--- src/rtl/seq_magnitude_comparator_if.sv ---
// seq_magnitude_comparator_if: compare request (start, signed_mode, a, b) and completion (busy, done, result) bundle
interface seq_magnitude_comparator_if #(
  parameter int WIDTH = 16
);
  logic             start;
  logic             signed_mode;
  logic [WIDTH-1:0] a;
  logic [WIDTH-1:0] b;
  logic             busy;
  logic             done;
  logic [1:0]       result;
  modport master (output start, signed_mode, a, b, input busy, done, result);
  modport slave  (input start, signed_mode, a, b, output busy, done, result);
endinterface

--- src/rtl/seq_magnitude_comparator.sv ---
// seq_magnitude_comparator: MSB-first DIGIT-per-cycle early-exit magnitude compare; clk, rst_n (sync low), bus.slave (start/signed_mode/a/b in, busy/done/result out: 00 eq, 01 a>b, 10 a<b)
module seq_magnitude_comparator #(
  parameter int WIDTH = 16,
  parameter int DIGIT = 4
) (
  input logic                   clk,
  input logic                   rst_n,
  seq_magnitude_comparator_if.slave bus
);
  localparam int NDIG = WIDTH / DIGIT;
  localparam int IW = NDIG > 1 ? $clog2(NDIG) : 1;
  typedef enum logic [1:0] {IDLE, COMPARE, DONE} state_t;
  state_t           state, nxt;
  logic [WIDTH-1:0] ra, rb, flip;
  logic [IW-1:0]    idx;
  logic [1:0]       res;
  logic             gt, lt, last;
  assign flip = WIDTH'(bus.signed_mode) << (WIDTH - 1);
  assign gt   = ra[WIDTH-1 -: DIGIT] > rb[WIDTH-1 -: DIGIT];
  assign lt   = ra[WIDTH-1 -: DIGIT] < rb[WIDTH-1 -: DIGIT];
  assign last = idx == IW'(NDIG - 1);
  assign bus.busy   = state == COMPARE;
  assign bus.done   = state == DONE;
  assign bus.result = res;
  always_ff @(posedge clk)
    state <= !rst_n ? IDLE : nxt;
  always_comb begin
    nxt = state;
    nxt = state == IDLE    ? (bus.start ? COMPARE : IDLE) :
          state == COMPARE ? (gt || lt || last ? DONE : COMPARE) : IDLE;
  end
  always_ff @(posedge clk) begin
    if (!rst_n) begin
      ra  <= '0;
      rb  <= '0;
      idx <= '0;
      res <= 2'b00;
    end else if (state == IDLE && bus.start) begin
      ra  <= bus.a ^ flip;
      rb  <= bus.b ^ flip;
      idx <= '0;
    end else if (state == COMPARE) begin
      if (gt) res <= 2'b01;
      else if (lt) res <= 2'b10;
      else if (last) res <= 2'b00;
      else begin
        ra  <= ra << DIGIT;
        rb  <= rb << DIGIT;
        idx <= idx + 1'b1;
      end
    end
  end
endmodule
--- src/flat_wrapper.sv ---
// flat-port wrapper written by rule: the top's interface ports become plain ports
module seq_magnitude_comparator_flat 
#(
  parameter int WIDTH = 16,
  parameter int DIGIT = 4
)
  (clk, rst_n, bus_start, bus_signed_mode, bus_a, bus_b, bus_busy, bus_done, bus_result);
  seq_magnitude_comparator_if #(.WIDTH(WIDTH)) bus_i ();
  input logic clk;
  input logic rst_n;
  input wire logic [$bits(bus_i.start)-1:0] bus_start;
  input wire logic [$bits(bus_i.signed_mode)-1:0] bus_signed_mode;
  input wire logic [$bits(bus_i.a)-1:0] bus_a;
  input wire logic [$bits(bus_i.b)-1:0] bus_b;
  output wire logic [$bits(bus_i.busy)-1:0] bus_busy;
  output wire logic [$bits(bus_i.done)-1:0] bus_done;
  output wire logic [$bits(bus_i.result)-1:0] bus_result;
  assign bus_i.start = bus_start;
  assign bus_i.signed_mode = bus_signed_mode;
  assign bus_i.a = bus_a;
  assign bus_i.b = bus_b;
  assign bus_busy = bus_i.busy;
  assign bus_done = bus_i.done;
  assign bus_result = bus_i.result;
  seq_magnitude_comparator #(.WIDTH(WIDTH), .DIGIT(DIGIT)) u_core (.clk(clk), .rst_n(rst_n), .bus(bus_i));
endmodule
--- config.mk ---
export PLATFORM = sky130hd
export DESIGN_NAME = seq_magnitude_comparator_flat
export DESIGN_NICKNAME = d
export VERILOG_FILES = /design/src/rtl/seq_magnitude_comparator_if.sv /design/src/rtl/seq_magnitude_comparator.sv /design/src/flat_wrapper.sv
export SDC_FILE = /design/constraint.sdc
export NUM_CORES = 1
export LEC_CHECK = 0
export BUFFER_PORTS_ARGS = -buffer_cell sky130_fd_sc_hd__buf_2
export CAP_MARGIN = 20
export CORE_UTILIZATION = 54
export CTS_CLUSTER_SIZE = 20
export DETAILED_ROUTE_END_ITERATION = 6
export MAX_ROUTING_LAYER = met4
export PLACE_DENSITY = 0.79
export SLEW_MARGIN = 10
export SYNTH_ARGS = -nofsm -noshare
export SYNTH_HDL_FRONTEND = slang
export SYNTH_SLANG_ARGS = --single-unit
--- constraint.sdc ---
create_clock -name clk -period 2.4 [get_ports clk]
set_clock_uncertainty 0.15 [all_clocks]
set_input_delay 0.24 -clock clk [delete_from_list [all_inputs] [get_ports clk]]
set_output_delay 0.24 -clock clk [all_outputs]
set_load 0.03 [all_outputs]
==> impl_metrics.xml <==
<?xml version="1.0" encoding="UTF-8"?>
<metrics>
  <group name="outcome">
    <metric name="status" unit="">finished with violations</metric>
    <metric name="failed_checks" unit="">negative hold slack</metric>
  </group>
  <group name="synthesis">
    <metric name="synth_edf_count" unit="">0</metric>
    <metric name="synth.net_count" unit="">265</metric>
    <metric name="synth.most_common_cell" unit="">sky130_fd_sc_hd__nand3_1</metric>
    <metric name="syn_area_per_cell" unit="um2">8.55</metric>
    <metric name="netlist-cell-type-count" unit="">32</metric>
    <metric name="async_flop_share" unit="%">0</metric>
    <metric name="top_cells_by_area_in_the_synthesized_netlist" unit="">sky130_fd_sc_hd__dfxtp_1, sky130_fd_sc_hd__nand3_1, sky130_fd_sc_hd__o211ai_1</metric>
    <metric name="synth_warnings" unit="">0</metric>
    <metric name="postSynth.topFlopCell" unit="">sky130_fd_sc_hd__dfxtp_1</metric>
    <metric name="synth_area" unit="um2">1910</metric>
    <metric name="synth_largest_type_area_fraction" unit="%">39.7</metric>
    <metric name="yosysSeqAreaShare" unit="%">39.7</metric>
    <metric name="synthesis.instances" unit="">224</metric>
    <metric name="synth.top_cells.by_count" unit="">sky130_fd_sc_hd__nand3_1, sky130_fd_sc_hd__dfxtp_1, sky130_fd_sc_hd__o211ai_1, sky130_fd_sc_hd__clkbuf_1, sky130_fd_sc_hd__nand2_1</metric>
    <metric name="ys_seq_elements" unit="">38</metric>
    <metric name="post-synth-top-area-cell" unit="">sky130_fd_sc_hd__dfxtp_1</metric>
  </group>
  <group name="worst_setup_path">
    <metric name="rr_startpoint" unit="">u_core.rb[15]$_SDFFE_PN0P_</metric>
    <metric name="timing.critical_path.to_type" unit="">flip-flop</metric>
    <metric name="worst_setup_path_start_kind" unit="">flip-flop</metric>
    <metric name="maximum_fanout_along_the_worst_path" unit="">23</metric>
    <metric name="worst_ep_required_time" unit="ns">2.49</metric>
    <metric name="critical_path.startpoint" unit="">u_core.rb[15]$_SDFFE_PN0P_</metric>
    <metric name="crit-reg2reg-capture" unit="">u_core.ra[9]$_SDFFE_PN0P_</metric>
    <metric name="r2r_cells" unit="">7</metric>
    <metric name="arrival" unit="ns">2.31</metric>
    <metric name="worst-setup-path-type" unit="">flip-flop to flip-flop</metric>
    <metric name="crit_end" unit="">u_core.ra[9]$_SDFFE_PN0P_</metric>
    <metric name="rrSetupSlack" unit="ns">0.17</metric>
  </group>
  <group name="timing">
    <metric name="final.period_utilization" unit="%">92.7</metric>
    <metric name="timing.final.crit_period" unit="ns">2.23</metric>
    <metric name="grt_setup_unrepaired" unit="">false</metric>
    <metric name="timing.max_slew.rel_slack" unit="%">58.4</metric>
    <metric name="number_of_max_slew_violations_in_the_final_report" unit="">0</metric>
    <metric name="fmax" unit="MHz">449</metric>
    <metric name="setup_violations" unit="">0</metric>
    <metric name="finalHoldViolations" unit="">1</metric>
    <metric name="accumulated_negative_setup_slack" unit="ns">0</metric>
    <metric name="worstMarginPinSlew" unit="ns">0.624</metric>
    <metric name="hold_slack" unit="ns">-0.00510</metric>
  </group>
  <group name="finish">
    <metric name="multi_input_area" unit="um2">1040</metric>
    <metric name="final_std_cells_w_o_fill" unit="">330</metric>
    <metric name="area.growth.synth_to_final" unit="%">31.6</metric>
    <metric name="layout.filler_cells" unit="">281</metric>
    <metric name="drive_above_1_share" unit="%">20.4</metric>
    <metric name="finish.net_count" unit="">324</metric>
    <metric name="num_antenna_cells" unit="">0</metric>
    <metric name="register_area" unit="um2">761</metric>
  </group>
  <group name="clock_tree">
    <metric name="htreeDepth" unit="">2</metric>
    <metric name="tritoncts_clock_tree" unit="">yes</metric>
    <metric name="post_cts_resize_count" unit="">0</metric>
    <metric name="clock_latency" unit="ns">0.35</metric>
    <metric name="clkSinkCount" unit="">38</metric>
    <metric name="clockBufferDepth" unit="">2</metric>
    <metric name="cts_root_buf" unit="">sky130_fd_sc_hd__clkbuf_4</metric>
    <metric name="cts.clk_slew.worst_paths" unit="ns">0.12</metric>
    <metric name="cts-buffers-inserted" unit="">5</metric>
  </group>
  <group name="global_routing">
    <metric name="first_pass_grt_wire_length" unit="um">7600</metric>
    <metric name="grt_pass1_vias" unit="">1729</metric>
    <metric name="largest_net_degree_at_the_start_of_global_routing" unit="">45</metric>
    <metric name="grt_overflow_total" unit="">0</metric>
    <metric name="global_router_s_overall_resource_usage" unit="%">28.2</metric>
    <metric name="antenna_violations_before_repair" unit="">0</metric>
  </group>
  <group name="run">
    <metric name="maxCapViolations" unit="">0</metric>
  </group>
  <group name="pwr">
    <metric name="cellPowerDensity" unit="nW/um2">622</metric>
    <metric name="power.share.switching" unit="%">34.0</metric>
    <metric name="clkPwrFrac" unit="%">22.5</metric>
    <metric name="p_leak" unit="nW">0.995</metric>
    <metric name="intPower" unit="W">0.00103</metric>
    <metric name="ir_drop" unit="mV">0.415</metric>
    <metric name="power_frac_comb" unit="%">31.9</metric>
    <metric name="sequentialPowerShare" unit="%">45.6</metric>
    <metric name="total_switching_power" unit="W">0.000533</metric>
  </group>
  <group name="place">
    <metric name="place.detailed.instances" unit="">293</metric>
    <metric name="port_buffers" unit="">39</metric>
    <metric name="dp_hpwl" unit="um">2770</metric>
    <metric name="globalplace.congestion" unit="">0.875</metric>
  </group>
  <group name="routing">
    <metric name="avgRoutedWirePerCell" unit="um">14.7</metric>
    <metric name="detailedRoute.firstIterationViolations" unit="">151</metric>
    <metric name="routed_wl" unit="um">4840</metric>
    <metric name="routed_via_density" unit="">5.95</metric>
    <metric name="vias" unit="">1964</metric>
    <metric name="drc" unit="">0</metric>
    <metric name="firstDrtPassIters" unit="">4</metric>
    <metric name="ant_nets" unit="">0</metric>
  </group>
  <group name="floorplanning">
    <metric name="io-pin-count" unit="">40</metric>
    <metric name="die_height" unit="um">61.5</metric>
    <metric name="placement_rows" unit="">21</metric>
    <metric name="total_die_area" unit="um2">3790</metric>
    <metric name="die_x" unit="um">61.5</metric>
    <metric name="core_footprint" unit="um2">3360</metric>
    <metric name="floorplan.initialDensity" unit="%">56.9</metric>
  </group>
  <group name="hold_path">
    <metric name="hold_class" unit="">primary input to flip-flop</metric>
  </group>
</metrics>
## placed cells by master (no fill, tap or decap), drive strengths merged
master,n
buf,47
nand3,42
dfxtp,38
dlygate4sd3,29
o211ai,24
nand2,11
a21oi,9
and3,9
a21boi,9
o2111ai,8
a311o,7
o21ai,7
clkbuf,7
inv,6
nor3,6
ha,5
nand2b,2
nor2b,2
xor2,2
a31oi,2
nor3b,1
nand4,1
a311oi,1
or3b,1
nor2,1
a21o,1
nand3b,1
a22oi,1
a31o,1
or3,1
a32oi,1
clkinv,1
## routing by layer
metal  share of wire [%]  up-vias  wire [um]  track usage, %
met2                  49       82       2390            48.7
met1                  41      906       2010            32.8
li1                    -      966          -               -
met4                 2.0        0         99            9.21
met3                 7.2       10        350            5.46
met5                   0        -          0               -
## repair_timing
item,CTS,global route
setup endpoints to repair,0,0
hold endpoints to repair,29,0
hold buffers,29,0
buffers inserted,0,0
## per-stage QoR
stage	hold slack, ns	util, %	setup slack, ns	instance area, um2	total power (W)
2_1_floorplan	0.225	-	0.376	1910	0.00104
3_3_place_gp	0.323	64.5	0.239	2170	0.00118
3_5_place_dp	0.329	64.5	0.223	2170	0.00118
4_1_cts	0.0111	74.9	0.193	2520	0.00157
5_1_grt	0.0414	74.9	0.00826	2520	0.00165
6_report	-0.00510	74.9	0.175	2520	0.00157
## power by group through the flow
stage | registers (W) | clock network [W] | logic, W
finish | 0.000714 | 0.000352 | 0.000500
global route | 0.000720 | 0.000384 | 0.000545
CTS | 0.000713 | 0.000363 | 0.000494
detailed placement | 0.000728 | 0 | 0.000457
global placement | 0.000726 | 0 | 0.000451
floorplan | 0.000733 | 0 | 0.000304
## logic make-up (layout without fill, tap and decap cells)
group,after synthesis,in the layout,synth area share (%)
and+or+nand+nor,78,78,21.5
AOI/OAI and AO/OA,71,71,28.2
DFF,38,38,39.7
buffers and inverters,30,90,6.40
adders and majority gates,5,5,3.27
xor gates and xnor gates,2,2,0.915
## final cells by class
type	instances	share of cell area, %
well taps	46	2.28
clock buffers	7	2.18
repair buffers	76	23.1
flip-flops and latches	38	30.2
clock inverters	1	0.199
inverters	6	0.894
multi-input cells	156	41.1
## worst min path at each step
stage / slack [ns] / end / cells after the start / startpoint
final: -0.005 / u_core.ra[14]$_SDFFE_PN0P_ / 3 / bus_a[14]
after global placement: 0.32 / u_core.idx[1]$_SDFFE_PP0P_ / 2 / u_core.idx[1]$_SDFFE_PP0P_
after detailed placement: 0.33 / u_core.rb[3]$_SDFFE_PN0P_ / 2 / u_core.rb[3]$_SDFFE_PN0P_
after global routing: 0.04 / u_core.ra[14]$_SDFFE_PN0P_ / 3 / bus_a[14]
after CTS: 0.01 / u_core.ra[14]$_SDFFE_PN0P_ / 3 / bus_a[14]
after floorplan: 0.22 / u_core.ra[0]$_SDFFE_PN0P_ / 2 / bus_a[0]
## worst max-delay path, stage by stage (launching register included)
cell and delay [ns]:
sky130_fd_sc_hd__dfxtp_1 0.34, sky130_fd_sc_hd__inv_1 0.04, sky130_fd_sc_hd__ha_1 0.32, sky130_fd_sc_hd__a21oi_1 0.39, sky130_fd_sc_hd__a311o_1 0.32, sky130_fd_sc_hd__buf_12 0.18
sky130_fd_sc_hd__nor3_1 0.06, sky130_fd_sc_hd__a311o_1 0.28
## state kept, by name, summed over array words and instances (netlist names)
| register | flops |
|---|---|
| u_core.state | 2 |
| u_core.rb | 16 |
| u_core.ra | 16 |
| u_core.idx | 2 |
| u_core.bus.result | 2 |
(Power assumes the default switching activity.)
